<file path="src/rtl/fetch_pc_ctrl_pkg.sv">
// Shared front-end definitions for the fetch PC sequencer: address width,
// default reset PC and the sequencer state encoding.
package fetch_pc_ctrl_pkg;

    localparam int unsigned AddrW    = 24;
    localparam int unsigned BootCntW = 4;
    localparam int unsigned CountW   = 32;

    localparam logic [AddrW-1:0] ResetPcDefault = 24'h000000;

    typedef enum logic [1:0] {
        StBoot  = 2'd0,
        StRun   = 2'd1,
        StStall = 2'd2,
        StHalt  = 2'd3
    } fetch_state_e;

endpackage

</file>
<file path="src/rtl/fetch_pc_next.sv">
// Combinational next-PC select: redirect beats pending beats sequential step.
// The increment wraps naturally at the address width.
module fetch_pc_next
    import fetch_pc_ctrl_pkg::*;
#(
    parameter int unsigned PC_STEP = 1
) (
    input  logic [AddrW-1:0] pc_i,
    input  logic             inc_en_i,
    input  logic             redirect_valid_i,
    input  logic [AddrW-1:0] redirect_pc_i,
    input  logic             pend_valid_i,
    input  logic [AddrW-1:0] pend_pc_i,
    output logic [AddrW-1:0] next_pc_o,
    output logic             pend_used_o
);

    localparam logic [AddrW-1:0] Step = AddrW'(PC_STEP);

    always_comb begin
        next_pc_o   = pc_i;
        pend_used_o = 1'b0;
        if (redirect_valid_i) begin
            next_pc_o = redirect_pc_i;
        end else if (pend_valid_i) begin
            next_pc_o   = pend_pc_i;
            pend_used_o = 1'b1;
        end else if (inc_en_i) begin
            next_pc_o = pc_i + Step;
        end
    end

endmodule

</file>
<file path="src/rtl/fetch_pc_ctrl.sv">
// Fetch program-counter sequencer: boot delay, sequential fetch, stall,
// redirect and halt/resume. All outputs come straight from flops.
module fetch_pc_ctrl
    import fetch_pc_ctrl_pkg::*;
#(
    parameter logic [AddrW-1:0] RESET_PC    = ResetPcDefault,
    parameter int unsigned      BOOT_CYCLES = 2,
    parameter int unsigned      PC_STEP     = 1
) (
    input  logic              clk,
    input  logic              rst,
    input  logic              stall_in,
    input  logic              redirect_valid,
    input  logic [AddrW-1:0]  redirect_pc,
    input  logic              halt_req,
    input  logic              resume_req,
    output logic [AddrW-1:0]  pc_out,
    output logic              enable_out,
    output logic              halted,
    output logic [CountW-1:0] fetch_count
);

    localparam logic [BootCntW-1:0] BootInit = BootCntW'(BOOT_CYCLES - 1);

    fetch_state_e       state_q, state_d;
    logic [AddrW-1:0]   pc_q, pc_d;
    logic               enable_q, enable_d;
    logic               halted_q, halted_d;
    logic [CountW-1:0]  fetch_count_q, fetch_count_d;
    logic [BootCntW-1:0] boot_cnt_q, boot_cnt_d;
    logic               pend_valid_q, pend_valid_d;
    logic [AddrW-1:0]   pend_pc_q, pend_pc_d;

    logic               inc_en;
    logic [AddrW-1:0]   next_pc;
    logic               pend_used;

    fetch_pc_next #(
        .PC_STEP (PC_STEP)
    ) u_next (
        .pc_i             (pc_q),
        .inc_en_i         (inc_en),
        .redirect_valid_i (redirect_valid),
        .redirect_pc_i    (redirect_pc),
        .pend_valid_i     (pend_valid_q),
        .pend_pc_i        (pend_pc_q),
        .next_pc_o        (next_pc),
        .pend_used_o      (pend_used)
    );

    always_comb begin
        state_d       = state_q;
        pc_d          = pc_q;
        boot_cnt_d    = boot_cnt_q;
        pend_valid_d  = pend_valid_q;
        pend_pc_d     = pend_pc_q;
        inc_en        = 1'b0;
        fetch_count_d = fetch_count_q + {{(CountW-1){1'b0}}, enable_q};

        unique case (state_q)
            StBoot: begin
                if (boot_cnt_q == '0) begin
                    // Leaving boot: a redirect this cycle is the latest and wins over pending.
                    state_d      = StRun;
                    pc_d         = next_pc;
                    pend_valid_d = 1'b0;
                end else begin
                    boot_cnt_d = boot_cnt_q - 1'b1;
                    if (redirect_valid) begin
                        pend_valid_d = 1'b1;
                        pend_pc_d    = redirect_pc;
                    end
                end
            end
            StRun: begin
                // A stall rejects the current fetch, so it is re-issued without stepping.
                inc_en = halt_req | ~stall_in;
                pc_d   = next_pc;
                if (halt_req) begin
                    state_d = StHalt;
                end else if (stall_in) begin
                    state_d = StStall;
                end
            end
            StStall: begin
                pc_d = next_pc;
                if (halt_req) begin
                    state_d = StHalt;
                end else if (!stall_in) begin
                    state_d = StRun;
                end
            end
            StHalt: begin
                pc_d = next_pc;
                if (resume_req && !halt_req) begin
                    state_d = StRun;
                end
            end
            default: begin
                state_d = StBoot;
            end
        endcase

        if (state_q != StBoot && pend_used) begin
            pend_valid_d = 1'b0;
        end

        enable_d = (state_d == StRun);
        halted_d = (state_d == StHalt);
    end

    always_ff @(posedge clk or posedge rst) begin
        if (rst) begin
            state_q       <= StBoot;
            pc_q          <= RESET_PC;
            enable_q      <= 1'b0;
            halted_q      <= 1'b0;
            fetch_count_q <= '0;
            boot_cnt_q    <= BootInit;
            pend_valid_q  <= 1'b0;
            pend_pc_q     <= '0;
        end else begin
            state_q       <= state_d;
            pc_q          <= pc_d;
            enable_q      <= enable_d;
            halted_q      <= halted_d;
            fetch_count_q <= fetch_count_d;
            boot_cnt_q    <= boot_cnt_d;
            pend_valid_q  <= pend_valid_d;
            pend_pc_q     <= pend_pc_d;
        end
    end

    assign pc_out      = pc_q;
    assign enable_out  = enable_q;
    assign halted      = halted_q;
    assign fetch_count = fetch_count_q;

endmodule

</file>
<file path="config.mk">
export PLATFORM = sky130hd
export DESIGN_NAME = fetch_pc_ctrl
export DESIGN_NICKNAME = d
export VERILOG_FILES = /design/src/rtl/fetch_pc_ctrl_pkg.sv /design/src/rtl/fetch_pc_next.sv /design/src/rtl/fetch_pc_ctrl.sv
export SDC_FILE = /design/constraint.sdc
export NUM_CORES = 1
export LEC_CHECK = 0
export ABC_CLOCK_PERIOD_IN_PS = 2400
export CAP_MARGIN = 20
export CORE_MARGIN = 4
export CORE_UTILIZATION = 36
export CTS_CLUSTER_DIAMETER = 200
export DETAILED_ROUTE_END_ITERATION = 7
export DONT_BUFFER_PORTS = 1
export GPL_TIMING_DRIVEN = 0
export PLACE_DENSITY = 0.63
export SLEW_MARGIN = 20
export SYNTH_ARGS = -nofsm -noshare
export SYNTH_HDL_FRONTEND = slang
export SYNTH_SLANG_ARGS = --single-unit
</file>
<file path="constraint.sdc">
create_clock -name clk -period 2.4 [get_ports clk]
set_input_delay 0 -clock clk [delete_from_list [all_inputs] [get_ports clk]]
set_output_delay 0 -clock clk [all_outputs]
set_load 0.01 [all_outputs]
</file>
* Yosys cells after proc, flatten, opt, wreduce, memory -nomap -nowiden
Cells that the tools add are included.
** Storage, ports and cells
- Bits in registers :: 89
- Latch bits :: 0
- Bits in writable memories :: 0
- Bits in read-only memories :: 0
- Input bits :: 30
- Output and inout port bits :: 58
- Logic and storage cells :: 51
- Memories kept :: 0
** Cells by class
- $add $sub $neg :: 3
- $mul :: 0
- Div/mod/pow operators :: 0
- $lt $le $gt $ge :: 0
- Equality and inequality tests :: 6
- Shift operators :: 0
- Multiplexer cells :: 19
- Bitwise operators :: 3
- Reduce and logical (&&, ||, !) cells :: 12
** Operators with widths (count)
- $mux W24 :: 4
- $pmux W24 S2 :: 1
- $add A32 B1 Y32 :: 1
- $add A24 B1 Y24 const B :: 1
- $mux W2 :: 6
- $pmux W2 S4 :: 1
- $mux W1 :: 7
- $eq A2 B2 Y1 const B :: 3
- $eq A2 B1 Y1 const B :: 2
- $logic_not A4 Y1 :: 1
- $reduce_and A2 Y1 :: 2
- $reduce_bool A2 Y1 :: 2
- $sub A4 B1 Y4 const B :: 1
- $reduce_and A3 Y1 :: 1
- $reduce_bool A3 Y1 :: 1
- $reduce_or A3 Y1 :: 1
- $logic_and A1 B1 Y1 :: 2
- $logic_not A2 Y1 :: 1
- $ne A2 B2 Y1 const B :: 1
- $not A1 Y1 :: 2
- $logic_not A1 Y1 :: 1
- $or A1 B1 Y1 :: 1

* Logic depth before layout (Yosys ltp)
Gate-level depths: netlist (run 1).
- Word-level depth :: 8
- Gate-level depth with buffers :: 8
- Mapped depth without buffers :: 7

* Hierarchy
From an unflattened synthesis (run 1), not the netlist that was laid out.
** Unflattened totals
- Cells, all modules :: 448
- Area, all modules :: 4521.8 µm²
** By module, submodules not included
- fetch_pc_ctrl :: instances 1, cells an instance 306, area an instance 3649.8 µm², sequential area each 2228.4 µm²
- fetch_pc_next :: instances 1, cells an instance 142, area an instance 872.1 µm², sequential area each 0.0 µm²

* Least setup slack after synthesis (run 1)
OpenSTA, ideal clock, no wires.
- Path kind :: register to register
- From :: register boot_cnt_q[0]
- To :: register pc_q[23] (netlist: pc_out[23])
- Library setup time :: 70 ps
- Data arrival time :: 1693 ps
- Data required time :: 2330 ps
- Path slack :: 636 ps
- Cell stages (with the launch flop) :: 8
- Buffers on the path :: 0
- Clock period less this slack :: 1764 ps
- Cell sequence :: dfstp_2 -> inv_1 -> ha_1 -> nand2b_1 -> o21ai_1 -> o21ai_1 -> or4_1 -> nand4_1
** On the way
- Cells in the longest elaborated chain, start to end :: 2
** RTL lines
- start: declaration :: RTL line fetch_pc_ctrl.sv:30 : logic [BootCntW-1:0] boot_cnt_q, boot_cnt_d;
- start signal: assignment :: RTL line fetch_pc_ctrl.sv:119 : boot_cnt_q <= BootInit;
- start signal: assignment :: RTL line fetch_pc_ctrl.sv:128 : boot_cnt_q <= boot_cnt_d;
- $logic_not A4 Y1 :: RTL line fetch_pc_ctrl.sv:62 : if (boot_cnt_q == '0) begin
- $ne A2 B2 Y1 (no source line)
- end signal: assignment :: RTL line fetch_pc_ctrl.sv:124 : pc_q <= pc_d;
- end: declaration :: RTL line fetch_pc_ctrl.sv:26 : logic [AddrW-1:0] pc_q, pc_d;
Every way passes these cells.
A chain may end at the register's enable or synchronous reset.

* Worst setup path in the final report (run 1)
- From :: register pc_q[0] (netlist: pc_out[0])
- To :: register pc_q[16] (netlist: pc_out[16])
** On the way
- Cells in the longest elaborated chain, start to end :: 6
** RTL lines
- $add A24 B1 Y24 (*) :: RTL line fetch_pc_next.sv:29 : next_pc_o = pc_i + Step;
- $mux W24 (*) :: RTL line fetch_pc_next.sv:28 : end else if (inc_en_i) begin
- $mux W24 (*) :: RTL line fetch_pc_next.sv:25 : end else if (pend_valid_i) begin
- $mux W24 (*) :: RTL line fetch_pc_next.sv:23 : if (redirect_valid_i) begin
- $mux W24 :: RTL line fetch_pc_ctrl.sv:62
- $pmux W24 S2 (*) :: RTL line fetch_pc_ctrl.sv:60 : unique case (state_q)
Every way passes the cells marked *; elsewhere a longest branch is shown, timed or not. The select of a mux whose other input is x is not followed.

==> results.py, run 1 <==
metrics = {
    "synth": {
        "synth_cells": 407,
        "yosys.cell_types.count": 48,
        "synth_area_um2": 4350,
        "syn_avg_cell_area_um2": 10.7,
        "synth_warnings": 0,
        "synth_top_family_by_area": "simple AND/OR/NAND/NOR gates",
        "synth_xor_area_frac": 0.0665,
        "synth_top_cell_by_area": "dfrtp_1",
        "yosysTopAreaCellShare": 0.507,
        "synth-simple-area-share": 0.169,
        "synthAdderAreaFrac": 0.0115,
        "syn_nets": 441,
        "ys_seq_area_frac": 0.513,
        "synth.area.mux_share": 0.0668,
        "synth_ff_type": "dfrtp_1",
        "synth_compound_area_frac": 0.151,
        "async_flop_share": 1.00,
        "synthTopCellsByArea": "dfrtp_1, mux2_2, xnor2_1, o21ai_0, nand2_1",
        "synth_seq_cells": 89,
        "synth-edff-count": 0,
    },
    "critical_path": {
        "required_ns": 2.67,
        "critPathKind": "reg2reg",
        "reg2reg_to": "pc_out[16]",
        "r2r_start": "pc_out[0]",
        "critPathLaunchType": "flop",
        "rrSetupSlack_ns": 0.20,
        "end_kind": "flop",
        "path_max_fanout": 6,
        "reg2regPathDepth": 6,
        "arrival_ns": 2.47,
    },
    "finish": {
        "fill_cells": 1119,
        "drive_above_1_share": 0.126,
        "areaGrowthSynthToFinish_pct": 17.7,
        "antenna-diode-count": 0,
        "fin_nets": 481,
        "multiInputGateArea_um2": 2020,
        "final_cells": 595,
        "final_cell_area_um2": 5110,
        "area.sequential_um2": 2230,
    },
    "sta": {
        "hold_viol": 0,
        "fin_crit_ns": 2.20,
        "fin_ws_ns": 0.197,
        "fmax_mhz": 454,
        "skew_ns": 0.00702,
        "slew_headroom": 0.480,
        "setup_viol": 0,
        "worst_pin_slew_ns": 0.777,
        "timing.final.crit_share": 0.918,
        "report.final.slew_viol_count": 0,
        "rsz0062_at_grt": "no",
        "whs_ns": 0.00248,
    },
    "cts": {
        "htreeDepth": 3,
        "root_buffer": "clkbuf_16",
        "insertion_delay_ns": 0.35,
        "clk_pin_slew_worst_paths_ns": 0.07,
        "tritoncts": "done",
        "cts.sinks": 89,
        "cts_buffers": 9,
        "cts_buffer_depth": 2,
        "post_cts_buffers": 0,
    },
    "routing": {
        "wl_um": 11200,
        "drt-pass1-iter-count": 5,
        "vias": 3395,
        "ant_nets": 0,
        "wl_per_cell_um": 18.8,
        "drc": 0,
        "viasPerCell": 5.71,
        "first_iter_violations": 235,
    },
    "power_and_ir_drop": {
        "ir_drop_mv": 0.445,
        "power_mw": 3.63,
        "p_leak_nw": 2.19,
        "power_density_nw_per_um2": 709,
    },
    "outcome": {
        "status": "completed",
    },
    "grt": {
        "overflow": 0,
        "grt_usage": 0.165,
        "grt_max_degree": 55,
        "grt_pass1_wl_um": 18400,
        "antenna_found_initial": 0,
        "first_global_vias": 3368,
    },
    "place": {
        "place_ws_ns": 0.157,
        "place_inst": 551,
        "placed_cell_area_um2": 4550,
        "io_buffer_count": 0,
        "dpl.hpwl_um": 7970,
        "gp_congestion": 0.884,
    },
    "die": {
        "design.portCount": 88,
        "coreArea_um2": 11600,
        "initial_core_util": 0.374,
        "die_h_um": 118,
        "die_area_um2": 13900,
        "die_x_um": 118,
        "rows": 39,
    },
    "hold_path": {
        "hold_start": "halt_req",
        "min_to": "state_q[0]",
        "whs_path_depth": 3,
        "worstHoldPathType": "in2reg",
    },
    "flow_run": {
        "cap_viol_max_count": 0,
    },
}
==> power by group <==
| group | internal (mW) | switching, mW |
|---|---|---|
| combinational | 0.176 | 0.208 |
| clock | 0.738 | 0.605 |
| sequential | 1.62 | 0.274 |
==> state kept, by name (all words and copies together), names as in the netlist <==
| signal | cells |
|---|---|
| pend_pc_q | 24 |
| state_q | 2 |
| halted | 1 |
| pc_out | 24 |
| enable_out | 1 |
| boot_cnt_q | 4 |
| pend_valid_q | 1 |
| fetch_count | 32 |
==> worst max path at each step <==
| stage | start | endpoint | slack (ns) |
|---|---|---|---|
| after detailed placement | boot_cnt_q[0] | pc_out[16] | 0.16 |
| final | pc_out[0] | pc_out[16] | 0.20 |
| after floorplan | rst | boot_cnt_q[1] | 0.09 |
| after global placement | rst | pend_pc_q[2] | -0.90 |
| after global routing | pc_out[0] | pc_out[16] | 0.003 |
| after CTS | boot_cnt_q[0] | pc_out[16] | 0.13 |
==> synth_stat cells, types with 8 or more instances <==
master,count
xnor2_1,28
nand2_1,31
and3_1,10
a22o_1,8
nor2_1,30
a222oi_1,8
inv_1,8
mux2_2,24
a21oi_1,14
o21ai_0,24
nand4_1,12
dfrtp_1,88
clkbuf_1,8
a22oi_1,8
nand3_1,17
==> cells by family (layout without fill, tap and decap cells) <==
group,Yosys count,count (layout)
simple gates,134,134
compound gates,97,97
flops,89,89
xor+xnor,33,33
mux,26,26
buf+inv,24,69
fa+ha+maj,4,4
==> cell usage in the layout (no fill, tap or decap), types with 6 or more instances in the layout <==
master	instances
and3_1	10
a21oi_1	14
nor2_1	30
xnor2_1	28
clkbuf_16	9
o21ai_1	6
inv_1	7
mux2_2	24
a22o_1	8
o21ai_0	24
nand2_1	31
a222oi_1	8
dlygate4sd3_1	28
dfrtp_1	88
nor3_1	6
nand3_1	17
buf_2	7
nand4_1	12
a22oi_1	8
clkbuf_1	8
==> critical path: stages (launching register included) <==
cell	delay, ns
dfrtp_1	0.52
ha_1	0.26
nand3_2	0.19
nor4_4	0.50
nand2_1	0.19
o31a_1	0.33
o21ai_1	0.13
==> routing by layer <==
| layer | routed length [µm] | share of wire | vias up | GRT usage |
|---|---|---|---|---|
| met5 | 0 | 0 | - | 0 |
| met3 | 939 | 0.084 | 15 | 0.0697 |
| met4 | 182 | 0.016 | 0 | 0.0425 |
| li1 | - | - | 1588 | - |
| met1 | 4860 | 0.44 | 1682 | 0.210 |
| met2 | 5180 | 0.46 | 110 | 0.260 |
==> final cells by class <==
cell class | count | share of cell area
Clock buffer | 11 | 0.0475
Buffer | 16 | 0.0137
Multi-Input combinational cell | 294 | 0.395
Timing Repair Buffer | 29 | 0.0587
Clock inverter | 5 | 0.00783
Sequential cell | 89 | 0.436
Tap cell | 143 | 0.0350
Inverter | 8 | 0.00636
==> what timing repair did <==
item	in CTS	in global routing
resized for setup	0	3
endpoints found under the setup margin	0	9
hold buffers	28	0
hold endpoints to repair	102	0
==> through the flow <==
stage                     TNS [ns]   util
final                            0  0.440
after global routing             0  0.440
after CTS                        0  0.440
after detailed placement         0  0.392
after global placement      -78.95  0.390
after floorplan                  0      -
Power figures use the tool's default switching activity.
==> run 2: changes to the inputs <==
--- a/config.mk
+++ b/config.mk
@@ -14,6 +14,7 @@
 export DONT_BUFFER_PORTS = 1
 export GPL_TIMING_DRIVEN = 0
 export PLACE_DENSITY = 0.63
+export REMOVE_ABC_BUFFERS = 1
 export SLEW_MARGIN = 20
 export SYNTH_ARGS = -nofsm -noshare
 export SYNTH_HDL_FRONTEND = slang
==> run 2 against run 1 <==
Compared with the run above: clock skew is 0.00079 ns lower; utilization is 0.14 points higher; worst setup slack better by 0.075 ns; cell count is 2.2% lower; clock power is 6% higher; maximum frequency is 3.5% higher; die area stayed put; non-clock buffer count is 13 lower; combinational power hardly changed; via count is 2.2% lower; critical path type unchanged; largest power group unchanged.
==> results.py, run 2 (synthesized netlist as in run 1, its figures left out) <==
metrics = {
    "routing": {
        "drt-pass1-iter-count": 4,
        "ant_nets": 0,
        "drc": 0,
        "wl_per_cell_um": 18.5,
        "viasPerCell": 5.70,
        "wl_um": 10800,
        "first_iter_violations": 168,
        "vias": 3320,
    },
    "place": {
        "place_ws_ns": -0.315,
        "io_buffer_count": 0,
        "dpl.hpwl_um": 7210,
        "gp_congestion": 0.796,
    },
    "finish": {
        "final_core_util": 0.442,
        "largest_reg_flops": 32,
        "drive_above_1_share": 0.130,
        "areaGrowthSynthToFinish_pct": 18.1,
        "final_cell_mix": "dfrtp_1, nand2_1, nor2_1, xnor2_1, dlygate4sd3_1",
        "fin_nets": 468,
        "fill_cells": 1078,
        "final_common_cell": "dfrtp_1",
        "antenna-diode-count": 0,
    },
    "die": {
        "die_area_um2": 13900,
        "coreArea_um2": 11600,
        "rows": 39,
        "die_x_um": 118,
        "design.portCount": 88,
        "initial_core_util": 0.374,
        "die_h_um": 118,
    },
    "critical_path": {
        "cp_slowest_cell": "dfrtp_1",
        "required_ns": 2.67,
        "crit_chain": "or2_4 > o21ai_4 > buf_16 > or4_1 > nand4_1",
        "critPathKind": "reg2reg",
        "path_max_fanout": 30,
        "end_kind": "flop",
        "slowest_delay_ns": 0.64,
        "critPathLaunchType": "flop",
        "arrival_ns": 2.40,
    },
    "flow_run": {
        "cap_viol_max_count": 0,
    },
    "outcome": {
        "status": "completed",
    },
    "cts": {
        "cts.sinks": 89,
        "clk_pin_slew_worst_paths_ns": 0.06,
        "htreeDepth": 3,
        "post_cts_buffers": 0,
        "tritoncts": "done",
        "cts_buffers": 9,
        "cts_buffer_depth": 2,
        "root_buffer": "clkbuf_16",
        "insertion_delay_ns": 0.34,
    },
    "power_and_ir_drop": {
        "pwr-share-clk": 0.385,
        "switchingPower_mw": 1.06,
        "ir_drop_mv": 0.363,
        "p_leak_nw": 2.18,
        "power_density_nw_per_um2": 721,
        "combPwrFrac": 0.104,
        "power.internal_mw": 2.64,
        "seq_power_share": 0.511,
        "switching_share": 0.287,
    },
    "sta": {
        "fmax_mhz": 470,
        "fin_crit_ns": 2.13,
        "setup_viol": 0,
        "timing.setup.tns_ns": 0,
        "report.final.slew_viol_count": 0,
        "slew_headroom": 0.418,
        "hold_viol": 0,
        "rsz0062_at_grt": "no",
        "fin_ws_ns": 0.272,
        "timing.final.crit_share": 0.887,
        "skew_ns": 0.00622,
        "worst_pin_slew_ns": 0.870,
        "whs_ns": 0.00993,
    },
    "grt": {
        "overflow": 0,
        "antenna_found_initial": 0,
        "first_global_vias": 3378,
        "grt_usage": 0.159,
        "grt_max_degree": 56,
        "grt_pass1_wl_um": 17800,
    },
    "hold_path": {
        "worstHoldPathType": "in2reg",
    },
}
## run 2: cell count changes in the layout (fill, tap and decap cells not counted), sizes merged
cell / previous run / this run
clkbuf: 19 / 11
bufinv: 0 / 1
buf: 9 / 4
clkinv: 4 / 2
inv: 9 / 8
clkinvlp: 0 / 2
## run 2: worst paths after layout
path / cells after the start / slack [ns] / to / startpoint
worst min-delay path: 3 / 0.01 / state_q[0] / halt_req
worst max-delay path: 5 / 0.27 / pc_out[23] / pend_valid_q
worst max register to register: 5 / 0.27 / pc_out[23] / pend_valid_q
max in group asynchronous: 3 / 1.58 / boot_cnt_q[0] / rst
min in group asynchronous: 2 / 0.16 / enable_out / rst
worst min register to register: 2 / 0.50 / boot_cnt_q[1] / boot_cnt_q[1]
## run 2: timing repair
action	in CTS	in global routing
resized for setup	2	3
setup endpoints to repair	42	9
hold endpoints to repair	139	0
hold buffers	29	0
## run 2: layout make-up
class,instances,area (µm²),share of cell area
Multi-Input combinational cell,294,2040,0.398
Tap cell,143,179,0.0349
Timing Repair Buffer,32,352,0.0685
Clock buffer,11,243,0.0473
Sequential cell,89,2230,0.434
Inverter,8,32.5,0.00634
Clock inverter,5,55.1,0.0107
## run 2: stage by stage
step           total power [mW]  instance area, µm²  cells
6_report                   3.70                5130    582
3_3_place_gp               2.21                4460    534
5_1_grt                    3.88                5130    582
4_1_cts                    3.73                5130    582
3_5_place_dp               2.26                4540    537
2_1_floorplan              2.10                4280    391
## run 2: critical path: cells and delay by family (launching register included)
| kind | cells | cell delay [ns] |
|---|---|---|
| simple gates | 3 | 1.03 |
| buf+inv | 1 | 0.21 |
| compound gates | 1 | 0.18 |
| flops | 1 | 0.64 |
## run 2: power groups by stage
| stage | registers [mW] | clock network, mW | logic (mW) |
|---|---|---|---|
| finish | 1.89 | 1.42 | 0.384 |
| floorplan | 1.85 | 0 | 0.253 |
| detailed placement | 1.92 | 0 | 0.331 |
| CTS | 1.90 | 1.45 | 0.387 |
| global route | 1.92 | 1.52 | 0.435 |
| global placement | 1.92 | 0 | 0.299 |
## run 2: layer usage
layer / up-vias / GRT usage / wire length (µm)
met5: - / 0 / 0
met4: 0 / 0.0586 / 99
met3: 8 / 0.0721 / 1000
met2: 105 / 0.254 / 5180
met1: 1648 / 0.190 / 4500
li1: 1559 / - / -
==> run 3: changes to the inputs <==
==> constraint.sdc (replaced) <==
create_clock -name clk -period 2.4 [get_ports clk]
set_input_delay 0.12 -clock clk [delete_from_list [all_inputs] [get_ports clk]]
set_output_delay 0.12 -clock clk [all_outputs]
set_load 0.01 [all_outputs]
==> run 3 against run 2 <==
Compared with the run above: sequential share of layout area rose by 0.13 points; register-to-register slack about the same; largest cell class unchanged; highest routed layer unchanged; combinational power is 3% lower.
==> results.py, run 3 (synthesized netlist as in run 1, its figures left out) <==
metrics = {
    "finish": {
        "final_common_cell": "dfrtp_1",
        "final_cell_mix": "dfrtp_1, nand2_1, nor2_1, xnor2_1, dlygate4sd3_1",
        "antenna-diode-count": 0,
        "fin_nets": 466,
        "largest_reg_flops": 32,
        "areaGrowthSynthToFinish_pct": 17.7,
        "final_cells": 580,
        "drive_above_1_share": 0.128,
    },
    "grt": {
        "overflow": 0,
        "grt_pass1_wl_um": 18000,
        "grt_max_degree": 56,
        "antenna_found_initial": 0,
        "first_global_vias": 3395,
        "grt_usage": 0.161,
    },
    "sta": {
        "whs_ns": 0.0116,
        "timing.final.crit_share": 0.886,
        "fmax_mhz": 470,
        "timing.setup.tns_ns": 0,
        "rsz0062_at_grt": "no",
        "hold_viol": 0,
        "slew_headroom": 0.455,
        "worst_pin_slew_ns": 0.814,
        "setup_viol": 0,
        "fin_crit_ns": 2.13,
        "report.final.slew_viol_count": 0,
        "skew_ns": 0.00480,
    },
    "routing": {
        "first_iter_violations": 198,
        "drc": 0,
        "wl_um": 10900,
        "viasPerCell": 5.67,
        "wl_per_cell_um": 18.8,
        "vias": 3290,
        "drt-pass1-iter-count": 4,
        "ant_nets": 0,
    },
    "critical_path": {
        "reg2regPathDepth": 5,
        "cp_top_family": "simple AND/OR/NAND/NOR gates",
        "critPathLaunchType": "flop",
        "slowest_delay_ns": 0.64,
        "arrival_ns": 2.40,
        "end_kind": "flop",
        "critPathKind": "reg2reg",
        "path_max_fanout": 30,
        "crit_chain": "or2_4 > o21ai_4 > buf_16 > or4_1 > nand4_1",
        "required_ns": 2.67,
        "reg2reg_to": "pc_out[23]",
        "cp_slowest_cell": "dfrtp_1",
        "rrSetupSlack_ns": 0.27,
        "crit_buf_inv": 1,
        "r2r_start": "pend_valid_q",
    },
    "cts": {
        "clk_pin_slew_worst_paths_ns": 0.06,
        "htreeDepth": 3,
        "cts_buffer_depth": 2,
        "cts_buffers": 9,
        "cts.sinks": 89,
        "root_buffer": "clkbuf_16",
        "insertion_delay_ns": 0.34,
        "post_cts_buffers": 0,
        "tritoncts": "done",
    },
    "outcome": {
        "status": "completed",
    },
    "power_and_ir_drop": {
        "power_density_nw_per_um2": 719,
        "p_leak_nw": 2.17,
        "ir_drop_mv": 0.357,
        "power_mw": 3.68,
    },
    "place": {
        "place_inst": 537,
        "gp_congestion": 0.796,
        "dpl.hpwl_um": 7210,
        "io_buffer_count": 0,
    },
    "hold_path": {
        "min_to": "pc_out[11]",
        "worstHoldPathType": "in2reg",
        "hold_start": "redirect_pc[11]",
        "whs_path_depth": 2,
    },
    "die": {
        "die_area_um2": 13900,
        "die_x_um": 118,
        "coreArea_um2": 11600,
        "die_h_um": 118,
        "rows": 39,
        "initial_core_util": 0.374,
        "design.portCount": 88,
    },
    "flow_run": {
        "cap_viol_max_count": 0,
    },
}
run 3: cell types whose count changed in the layout (fill, tap and decap cells not counted), sizes merged:
cell,before,now
buf,4,3
dlygate4sd3,28,27
run 3: layout make-up:
type / count / area, µm²
Fill cell: 1076 / 6500
Sequential cell: 89 / 2230
Multi-Input combinational cell: 294 / 2040
Timing Repair Buffer: 30 / 337
Clock buffer: 11 / 243
Tap cell: 143 / 179
Clock inverter: 5 / 55.1
Inverter: 8 / 32.5
run 3: per-stage QoR:
stage,area [µm²],utilization,setup WS [ns]
2_1_floorplan,4280,-,-0.177
3_3_place_gp,4460,0.384,-1.27
3_5_place_dp,4540,0.391,-0.315
4_1_cts,5110,0.440,0.0326
5_1_grt,5120,0.441,0.101
6_report,5120,0.441,0.274
run 3: metal layers:
metal,wire [µm],global-route usage,up-vias
met5,0,0,-
met3,1020,0.0716,10
met1,4560,0.194,1633
met4,116,0.0593,0
met2,5210,0.255,94
li1,-,-,1553
run 3: worst max path at each step:
stage | to | depth (start not counted) | from | slack [ns]
floorplan | pc_out[9] | 4 | pend_valid_q | -0.18
global placement | pc_out[15] | 4 | pend_valid_q | -1.27
detailed placement | pc_out[10] | 4 | pend_valid_q | -0.32
CTS | pc_out[10] | 4 | pend_valid_q | 0.03
global route | pc_out[22] | 6 | pc_out[0] | 0.10
finish | pc_out[23] | 5 | pend_valid_q | 0.27
run 3: worst register-to-register path, delay by kind of cell, from the launching register on:
kind | cells | cell delay (ns)
compound gates | 1 | 0.19
simple gates | 3 | 1.02
buf+inv | 1 | 0.21
flops | 1 | 0.64
run 3: power by group:
part | internal, mW | switching (mW)
clock network | 0.832 | 0.584
logic | 0.180 | 0.191
registers | 1.62 | 0.268
run 3: timing repair:
| item | CTS | global route |
|---|---|---|
| setup endpoints to repair | 42 | 9 |
| hold buffers | 27 | 0 |
| endpoints found under the hold margin | 68 | 0 |
| gates resized for setup | 2 | 3 |
